<file path="src/rtl/serial_adder_pkg.sv">
// Shared types and sizing helpers for the digit-serial adder.
// Digit count and counter width are derived from WIDTH and BPC.
package serial_adder_pkg;

  typedef enum logic [1:0] {
    S_IDLE = 2'd0,
    S_RUN  = 2'd1,
    S_DONE = 2'd2
  } state_t;

  function automatic int ndig(input int width, input int bpc);
    return width / bpc;
  endfunction

  function automatic int cnt_width(input int width, input int bpc);
    return $clog2(width / bpc + 1);
  endfunction

endpackage

</file>
<file path="src/rtl/full_adder_cell.sv">
// Single-bit full adder; one link of the per-digit carry chain.
module full_adder_cell (
  input  logic a,
  input  logic b,
  input  logic ci,
  output logic s,
  output logic co
);

  assign s  = a ^ b ^ ci;
  assign co = (a & b) | (a & ci) | (b & ci);

endmodule

</file>
<file path="src/rtl/serial_adder_unit.sv">
// Digit-serial add/subtract engine: BPC bits per cycle through a full-adder chain,
// with a registered carry between digits and valid/ready handshakes on both sides.
module serial_adder_unit
  import serial_adder_pkg::*;
#(
  parameter int WIDTH = 8,
  parameter int BPC   = 1
) (
  input  logic             clk,
  input  logic             rst_n,
  input  logic             ena,
  input  logic             in_valid,
  output logic             in_ready,
  input  logic [WIDTH-1:0] op_a,
  input  logic [WIDTH-1:0] op_b,
  input  logic             sub,
  input  logic             cin,
  output logic             out_valid,
  input  logic             out_ready,
  output logic [WIDTH-1:0] sum,
  output logic             cout,
  output logic             ovf,
  output logic             busy
);

  localparam int NDIG = ndig(WIDTH, BPC);
  localparam int CW   = cnt_width(WIDTH, BPC);

  if (WIDTH < 2 || (WIDTH % BPC) != 0) begin : g_bad_params
    $error("serial_adder_unit: WIDTH must be >= 2 and a multiple of BPC");
  end

  state_t           r_state;
  state_t           w_state_next;
  logic             w_accept;
  logic             w_last;
  logic [WIDTH-1:0] r_a;
  logic [WIDTH-1:0] r_b;
  logic             r_carry;
  logic [CW-1:0]    r_cnt;
  logic [WIDTH-1:0] r_shift;
  logic [WIDTH-1:0] w_shift_next;
  logic [WIDTH-1:0] r_sum;
  logic             r_cout;
  logic             r_ovf;
  logic [BPC:0]     w_c;
  logic [BPC-1:0]   w_s;

  // Carry chain: cell gi handles bit gi of the current digit.
  assign w_c[0] = r_carry;
  for (genvar gi = 0; gi < BPC; gi++) begin : g_chain
    full_adder_cell u_cell (
      .a  (r_a[gi]),
      .b  (r_b[gi]),
      .ci (w_c[gi]),
      .s  (w_s[gi]),
      .co (w_c[gi+1])
    );
  end

  // New digit enters at the MSB end so the result lands LSB-aligned after NDIG digits.
  if (BPC == WIDTH) begin : g_shift_full
    assign w_shift_next = w_s;
  end else begin : g_shift_part
    assign w_shift_next = {w_s, r_shift[WIDTH-1:BPC]};
  end

  assign w_last = (r_cnt == CW'(NDIG - 1));

  always_ff @(posedge clk) begin
    if (!rst_n) begin
      r_state <= S_IDLE;
    end else if (ena) begin
      r_state <= w_state_next;
    end
  end

  always_comb begin
    w_state_next = r_state;
    in_ready     = 1'b0;
    out_valid    = 1'b0;
    busy         = 1'b0;
    w_accept     = 1'b0;
    case (r_state)
      S_IDLE: begin
        in_ready = 1'b1;
        if (in_valid && ena) begin
          w_accept     = 1'b1;
          w_state_next = S_RUN;
        end
      end
      S_RUN: begin
        busy = 1'b1;
        if (w_last) w_state_next = S_DONE;
      end
      S_DONE: begin
        out_valid = 1'b1;
        if (out_ready) w_state_next = S_IDLE;
      end
      default: w_state_next = S_IDLE;
    endcase
  end

  always_ff @(posedge clk) begin
    if (!rst_n) begin
      r_a     <= '0;
      r_b     <= '0;
      r_carry <= 1'b0;
      r_cnt   <= '0;
      r_shift <= '0;
      r_sum   <= '0;
      r_cout  <= 1'b0;
      r_ovf   <= 1'b0;
    end else if (ena) begin
      if (w_accept) begin
        r_a     <= op_a;
        r_b     <= op_b ^ {WIDTH{sub}};
        r_carry <= cin ^ sub;
        r_cnt   <= '0;
        r_shift <= '0;
      end else if (r_state == S_RUN) begin
        r_a     <= r_a >> BPC;
        r_b     <= r_b >> BPC;
        r_carry <= w_c[BPC];
        r_shift <= w_shift_next;
        r_cnt   <= r_cnt + 1'b1;
        if (w_last) begin
          // On the last digit the top cell sits on the MSB, so its carry-in is the carry into the MSB.
          r_sum  <= w_shift_next;
          r_cout <= w_c[BPC];
          r_ovf  <= w_c[BPC] ^ w_c[BPC-1];
        end
      end
    end
  end

  assign sum  = r_sum;
  assign cout = r_cout;
  assign ovf  = r_ovf;

endmodule

</file>
<file path="config.mk">
export PLATFORM = sky130hd
export DESIGN_NAME = serial_adder_unit
export DESIGN_NICKNAME = d
export VERILOG_FILES = /design/src/rtl/serial_adder_pkg.sv /design/src/rtl/full_adder_cell.sv /design/src/rtl/serial_adder_unit.sv
export SDC_FILE = /design/constraint.sdc
export NUM_CORES = 1
export LEC_CHECK = 0
export CORE_ASPECT_RATIO = 1.75
export CORE_MARGIN = 2
export CORE_UTILIZATION = 51
export CTS_CLUSTER_DIAMETER = 50
export DETAILED_ROUTE_END_ITERATION = 12
export PLACE_DENSITY_LB_ADDON = 0.05
export SKIP_LAST_GASP = 1
export SLEW_MARGIN = 20
export SYNTH_ARGS = -nofsm -noshare
export SYNTH_HDL_FRONTEND = slang
export SYNTH_SLANG_ARGS = --single-unit
</file>
<file path="constraint.sdc">
create_clock -name clk -period 1.66 [get_ports clk]
set_clock_uncertainty 0.1 [all_clocks]
set_input_delay 0.249 -clock clk [delete_from_list [all_inputs] [get_ports clk]]
set_output_delay 0.249 -clock clk [all_outputs]
set_load 0.02 [all_outputs]
</file>
==> results of run 1 <==
## path summary, 6_finish.rpt
kind / to / depth (start not counted) / start / slack (ns)
min: r_shift[1] / 2 / r_shift[1] / 0.37
max: ovf / 1 / ovf / 0.06
min reg2reg: r_shift[1] / 2 / r_shift[1] / 0.37
max reg2reg: ovf / 4 / r_carry / 0.17
## worst min-delay path, delay by kind of cell (launching register included)
kind             cells  cell delay (ns)
flip-flops           1             0.31
AO/OA/AOI/OAI        1             0.06
AND/OR/NAND/NOR      1             0.05
## cells in the mapped netlist (2+ instances only)
cell      number
a21oi_1        9
nand3_1       25
buf_4          2
a31oi_1        3
buf_2          6
clkbuf_1       4
and2b_1        2
nor2_1         2
o21ai_0       10
xor2_1        10
inv_1          2
buf_6          4
dfxtp_1       40
o21ai_1        5
a22oi_1       13
nand2_1       23
a21boi_1      24
nor2b_1        2
or3_1          2
and3b_1        2
## layout make-up
type | count | area (um^2) | share of cell area [%]
sequential | 40 | 802 | 34.0
multi-input combinational | 144 | 911 | 38.6
clock inverter | 2 | 35.0 | 1.49
timing repair buffer | 47 | 474 | 20.1
inverter | 2 | 7.51 | 0.318
clock buffer | 6 | 72.6 | 3.08
tap | 45 | 56.3 | 2.39
## registers in the layout (all words and copies together), names as in the netlist, 2 cells and up
name / flops
r_state: 2
r_b: 8
r_shift: 7
r_cnt: 4
r_a: 8
sum: 8
## repair_timing
action,in CTS,in global routing
gates resized for setup,4,0
setup endpoints to repair,3,0
buffers inserted,0,0
## through the flow
| step | utilization, % | hold WS (ns) | worst slack [ns] |
|---|---|---|---|
| 6_report | 69.4 | 0.366 | 0.0609 |
| 5_1_grt | 69.4 | 0.391 | 0.0167 |
| 4_1_cts | 69.4 | 0.365 | 0.0468 |
| 3_5_place_dp | 66.3 | 0.353 | -0.148 |
| 3_3_place_gp | 66.3 | 0.347 | -0.0657 |
| 2_1_floorplan | - | 0.284 | 0.276 |
## where the power goes
group | leakage (nW) | switching (W) | internal (W)
Combinational | 0.458 | 0.000127 | 0.000136
Clock | 0.0552 | 0.000331 | 0.000446
Sequential | 0.325 | 0.0000197 | 0.000989
## kinds of logic (layout without fill, tap and decap cells)
| family | count (synthesis) | in the layout |
|---|---|---|
| flip-flops | 40 | 40 |
| adder cells (fa/ha/maj) | 2 | 2 |
| buffers and inverters | 19 | 57 |
| AO/OA/AOI/OAI | 66 | 66 |
| AND/OR/NAND/NOR | 65 | 65 |
| XOR/XNOR | 11 | 11 |
## layer usage
| metal | global-route usage, % | up-vias |
|---|---|---|
| li1 | - | 790 |
| met1 | 20.3 | 735 |
| met4 | 10.6 | 0 |
| met3 | 5.22 | 8 |
| met2 | 40.9 | 28 |
| met5 | 0 | - |
==> out/qor.log, run 1 <==
[outcome] outcome finished clean
[clock_tree] Clock Path Buffers 2
[cells_and_area] Area growth, synth to finish 28.9%
[cells_and_area] number of antenna repair diodes 0
[floorplan] site row count 28
[power] power density cells 869 nW/um^2
[cells_and_area] share of post-route cells with drive strength above 1 10.4%
[synth] share of the synthesized area in compound gates (AO/OA/AOI/OAI) 23.7%
[synth] Post-synth top flop dfxtp_1
[detailed_routing] count of vias placed by the detailed router 1561
[synth] number of enable flip-flop cells after synthesis 0
[cells_and_area] number of nets in the finished design 265
[worst_setup_path] slowest cell on the critical path clkdlybuf4s50_1
[clock_tree] clock transition at the register clock pins on the worst setup and hold paths after CTS 0.08 ns
[detailed_routing] DR iter-0 viols 37
[clock_tree] hold-fix buffer count after cts 0
[detailed_routing] post-route met1 wirelength 1490 um
[synth] sequential element share of the synthesized area 43.8%
[detailed_routing] routed vias/inst 5.46
[placement] half-perimeter wire length after placement 2880 um
[detailed_routing] DRC violations left 0
[placement] buffers added on ports 35
[power] peak supply drop 0.718 mV
[synth] cell area after technology mapping 1830 um^2
[worst_setup_path] buffers plus inverters on the worst setup path 1
[cells_and_area] fillcell total 304
[cells_and_area] Final Non-Filler Cells 286
[detailed_routing] highest metal layer with signal wires met4
[synth] top cell type by total area after synthesis dfxtp_1
[worst_setup_path] Top delay family on crit path buffers and inverters
[synth] synthesized-area fraction occupied by adder cells 1.78%
[synth] count of mapped cells out of synthesis 203
[min_path] type of the worst min-delay path flop to flop
[power] overall power consumption 0.00205 W
[timing] final setup TNS 0 ns
[detailed_routing] met2 WL post-DR 2190 um
[synth] main combinational cell family by area after synthesis compound AO/OA/AOI/OAI gates
[worst_setup_path] type of the worst setup path flop to output port
[global_routing] antenna violations before repair 0
[timing] number of hold violations in the final report 0
[detailed_routing] number of detailed-routing iterations run before antenna repair 4
[worst_setup_path] critical path capture point type output port
[synth] fraction of synthesis flops using an asynchronous set or reset pin 0%
[global_routing] first-pass GRT wire length 6930 um
[synth] mean post-synth cell area 9.01 um^2
[floorplan] area of the die 4100 um^2
[synth] xor-xnor portion of the synthesized cell area 5.27%
[clock_tree] number of sinks driven by the clock tree 40
[timing] final number of max-transition violations 0
[job] number of maximum-capacitance constraint violations 0
[cells_and_area] post-route standard cell area excluding fillers 2360 um^2
[timing] final setup violation count 0
[power] Leak 0.838 nW
[worst_setup_path] crit-path cells clkdlybuf4s50_1
[global_routing] total routing usage reported by global routing 21.5%
[clock_tree] CTS tree built
[worst_setup_path] largest fanout on the critical path 2
[clock_tree] H-tree levels 2
[floorplan] area of the placeable core 3400 um^2
[worst_setup_path] crit path DAT 1.25 ns
[floorplan] effective utilization at floorplan 53.8%
[timing] shortest clock period the worst path allows after layout 1.60 ns
[worst_setup_path] crit path launch type flop
[timing] upper clock frequency limit 625 MHz
[synth] multiplexer share of the synthesized area 0%
[detailed_routing] wire length on met3 121 um
[synth] post-synthesis share of cell area spent on and, or, nand and nor gates 19.0%
[cells_and_area] most frequent cells in the layout 39 x dfxtp_1, 32 x clkdlybuf4s50_1, 25 x nand3_1
[detailed_routing] WL per Instance 13.7 um
[timing] Slew @ Worst Pin 0.332 ns
[global_routing] vias in the first global route 1626
[synth] number of synthesized register bits 40
[clock_tree] number of CTS-inserted buffers 5
[floorplan] io pins 36
[worst_setup_path] slowest cell delay on critical path 0.61 ns
[clock_tree] Clock Tree Root clkbuf_8
[global_routing] largest net degree at the start of global routing 36
[placement] count of placed standard cells including taps 278
[floorplan] overall die width 49.3 um
[timing] setup repair after global routing missed its margin no
[detailed_routing] Post-Route WL 3900 um
[placement] Area after DPL 2250 um^2
[timing] worst relative slew slack 77.9%
[global_routing] total gr overflow 0
[clock_tree] clock latency reported for the late side of the worst-skew pair 0.29 ns
[synth] area share of the largest cell type after synthesis 43.8%
[synth] number of nets in the synthesized netlist 228
[detailed_routing] antenna-violating nets left 0
[synth] number of distinct library cells after synthesis 33
[worst_setup_path] required arrival time at the worst endpoint 1.31 ns
[placement] weighted congestion reported at the end of routability-driven placement 0.791
[cells_and_area] most frequent standard cell in the layout excluding fill and tap cells dfxtp_1
[floorplan] floorplan die height 83.2 um
[synth] yosys synthesis warning count 0
[timing] portion of the clock cycle consumed by the worst path in the final layout 96.3%
[synth] leading post-synthesis cells by cell area dfxtp_1 44%, a21boi_1 9.8%, nand3_1 6.8%
(Power assumes the default switching activity.)
==> inputs of run 2 (changes only) <==
--- a/config.mk
+++ b/config.mk
@@ -5,12 +5,12 @@
 export SDC_FILE = /design/constraint.sdc
 export NUM_CORES = 1
 export LEC_CHECK = 0
-export CORE_ASPECT_RATIO = 1.75
+export CORE_ASPECT_RATIO = 1.2
 export CORE_MARGIN = 2
 export CORE_UTILIZATION = 51
 export CTS_CLUSTER_DIAMETER = 50
 export DETAILED_ROUTE_END_ITERATION = 12
-export PLACE_DENSITY_LB_ADDON = 0.05
+export PLACE_DENSITY = 0.79
 export SKIP_LAST_GASP = 1
 export SLEW_MARGIN = 20
 export SYNTH_ARGS = -nofsm -noshare
==> run 2 against run 1 <==
Compared with the run above:
- the flow now finishes with violations (design-rule violations)
- non-clock buffer count is 3 lower
- sequential share of layout area grew 0.89 points
- hold slack got worse by 0.0039 ns
- final cell count fell by 3.8%
- combinational power shrank 4%
- sequential power hardly changed
- clock power shrank 15%
- first-iteration DRC count increased by 19%
- critical path depth is the same
- cell area is 2.5% lower
- via count decreased by 0.64%
- wire length is 5.4% lower
- critical path type unchanged
- critical endpoint unchanged
- largest power group unchanged
==> out/qor.log, run 2 (synthesis results as in run 1) <==
[outcome] violated checks design-rule violations
[timing] final number of max-transition violations 0 [unchanged]
[timing] portion of the clock cycle consumed by the worst path in the final layout 96.5% [was 96.3%]
[power] internal power 0.00145 W [was 0.00157 W]
[floorplan] floorplan die height 69.6 um [was 83.2 um]
[worst_setup_path] largest fanout on the critical path 2 [unchanged]
[worst_setup_path] slowest cell delay on critical path 0.61 ns [about the same]
[global_routing] total routing usage reported by global routing 19.9% [was 21.5%]
[clock_tree] number of sinks driven by the clock tree 40 [unchanged]
[timing] setup repair after global routing missed its margin no [unchanged]
[cells_and_area] share of the core filled with cells in the final layout 67.7% [was 69.4%]
[timing] shortest clock period the worst path allows after layout 1.60 ns [about the same]
[min_path] type of the worst min-delay path flop to flop [unchanged]
[worst_setup_path] Levels on crit path 1 [unchanged]
[clock_tree] Clock Tree Root clkbuf_8 [unchanged]
[clock_tree] Clock Path Buffers 2 [unchanged]
[worst_setup_path] depth of the worst register-to-register path 4 [unchanged]
[clock_tree] clock transition at the register clock pins on the worst setup and hold paths after CTS 0.08 ns [about the same]
[cells_and_area] most frequent standard cell in the layout excluding fill and tap cells dfxtp_1 [unchanged]
[worst_setup_path] slowest cell on the critical path clkdlybuf4s50_1 [unchanged]
[cells_and_area] most frequent cells in the layout 39 x dfxtp_1, 32 x clkdlybuf4s50_1, 25 x nand3_1 [unchanged]
[clock_tree] number of CTS-inserted buffers 5 [unchanged]
[clock_tree] total setup buffers inserted after CTS 0 [unchanged]
[detailed_routing] antenna-violating nets left 0 [unchanged]
[power] fraction of power consumed by the clock network 34.3% [was 37.9%]
[floorplan] area of the die 4080 um^2 [was 4100 um^2]
[timing] hold slack 0.362 ns [was 0.366 ns]
[timing] final setup violation count 0 [unchanged]
[clock_tree] clock latency reported for the late side of the worst-skew pair 0.29 ns [about the same]
[global_routing] first-pass GRT wire length 6410 um [was 6930 um]
[worst_setup_path] critical path capture point type output port [unchanged]
[outcome] outcome finished with violations [was finished clean]
[clock_tree] CTS tree built [unchanged]
[global_routing] antenna violations before repair 0 [unchanged]
[placement] Area after DPL 2210 um^2 [was 2250 um^2]
[worst_setup_path] required arrival time at the worst endpoint 1.31 ns [about the same]
[power] Logic pwr share 13.2% [was 12.8%]
[timing] worst relative slew slack 70.9% [was 77.9%]
[timing] Slew @ Worst Pin 0.436 ns [was 0.332 ns]
[placement] buffers added on ports 35 [unchanged]
[cells_and_area] share of post-route cells with drive strength above 1 9.66% [was 10.4%]
[cells_and_area] number of antenna repair diodes 0 [unchanged]
[power] Sw Pwr 0.000471 W [was 0.000478 W]
[worst_setup_path] buffers plus inverters on the worst setup path 1 [unchanged]
[cells_and_area] Area growth, synth to finish 25.6% [was 28.9%]
[detailed_routing] DRC violations left 2 [was 0]
[worst_setup_path] crit-path cells clkdlybuf4s50_1 [unchanged]
[worst_setup_path] type of the worst setup path flop to output port [unchanged]
[detailed_routing] count of vias placed by the detailed router 1551 [was 1561]
[detailed_routing] Post-Route WL 3690 um [was 3900 um]
[timing] number of hold violations in the final report 0 [unchanged]
[timing] upper clock frequency limit 624 MHz [was 625 MHz]
[detailed_routing] number of detailed-routing iterations run before antenna repair 9 [was 4]
[cells_and_area] fillcell total 302 [was 304]
[placement] weighted congestion reported at the end of routability-driven placement 0.740 [was 0.791]
[cells_and_area] sequential standard cell area 802 um^2 [unchanged]
[placement] half-perimeter wire length after placement 2450 um [was 2880 um]
[power] sequential power share 52.5% [was 49.2%]
[power] Leak 0.814 nW [was 0.838 nW]
[power] peak supply drop 0.509 mV [was 0.718 mV]
[worst_setup_path] crit path DAT 1.25 ns [about the same]
[cells_and_area] post-route standard cell area excluding fillers 2300 um^2 [was 2360 um^2]
[floorplan] overall die width 58.7 um [was 49.3 um]
[power] Sw Ratio 24.5% [was 23.3%]
[floorplan] site row count 23 [was 28]
[floorplan] area of the placeable core 3400 um^2 [about the same]
[clock_tree] H-tree levels 2 [unchanged]
[cells_and_area] number of nets in the finished design 262 [was 265]
[min_path] WHS Path Cells 2 [unchanged]
[detailed_routing] WL per Instance 13.4 um [was 13.7 um]
[power] power density cells 835 nW/um^2 [was 869 nW/um^2]
[worst_setup_path] crit path launch type flop [unchanged]
[power] overall power consumption 0.00192 W [was 0.00205 W]
[global_routing] total gr overflow 0 [unchanged]
[job] number of maximum-capacitance constraint violations 0 [unchanged]
[floorplan] effective utilization at floorplan 53.9% [was 53.8%]
[floorplan] io pins 36 [unchanged]
[detailed_routing] DR iter-0 viols 44 [was 37]
[detailed_routing] routed vias/inst 5.64 [was 5.46]
[cells_and_area] multi-input gate area in the final layout 911 um^2 [unchanged]
[worst_setup_path] Top delay family on crit path buffers and inverters [unchanged]
[global_routing] vias in the first global route 1454 [was 1626]
[global_routing] largest net degree at the start of global routing 36 [unchanged]
run 2: changes by cell type in the layout (fill, tap and decap cells not counted), sizes merged:
| cell | change |
|---|---|
| buf | -3 |
| bufinv | -1 |
| clkinv | +1 |
run 2: layout make-up:
class	instances	share of cell area [%]
inverter	2	0.327
sequential	40	34.9
clock inverter	2	0.435
timing repair buffer	44	19.1
tap	37	2.01
clock buffer	6	3.59
multi-input combinational	144	39.6
run 2: metrics by stage:
step / setup WS, ns / std cells / setup TNS, ns
after global placement: -0.0337 / 267 / -0.203
after CTS: 0.0364 / 275 / 0
after global routing: 0.00828 / 275 / 0
final: 0.0575 / 275 / 0
after detailed placement: -0.0816 / 267 / -1.05
after floorplan: 0.276 / 203 / 0
run 2: final timing paths:
check	from	end	slack, ns
hold / removal	r_shift[1]	r_shift[1]	0.36
setup reg to reg	r_carry	ovf	0.15
hold reg to reg	r_shift[1]	r_shift[1]	0.36
setup / recovery	ovf	ovf	0.06
run 2: power groups by stage:
stage	logic [W]	registers, W	clock network, W
2_1_floorplan	0.000157	0.00103	0
5_1_grt	0.000279	0.00101	0.000720
3_3_place_gp	0.000254	0.00103	0
4_1_cts	0.000255	0.00101	0.000681
6_report	0.000253	0.00101	0.000659
3_5_place_dp	0.000258	0.00103	0
run 2: routing by layer:
layer	vias to the layer above	share of wire (%)	routed length [um]	GRT usage (%)
met4	0	1.4	53	6.57
met1	726	43	1600	23.5
li1	784	-	-	-
met3	6	3.9	145	5.60
met5	-	0	0	0
met2	35	51	1890	33.8
run 2: what timing repair did:
item	4_1_cts	5_1_grt
setup endpoints to repair	3	1
hold buffers	0	0
resized for setup	3	1
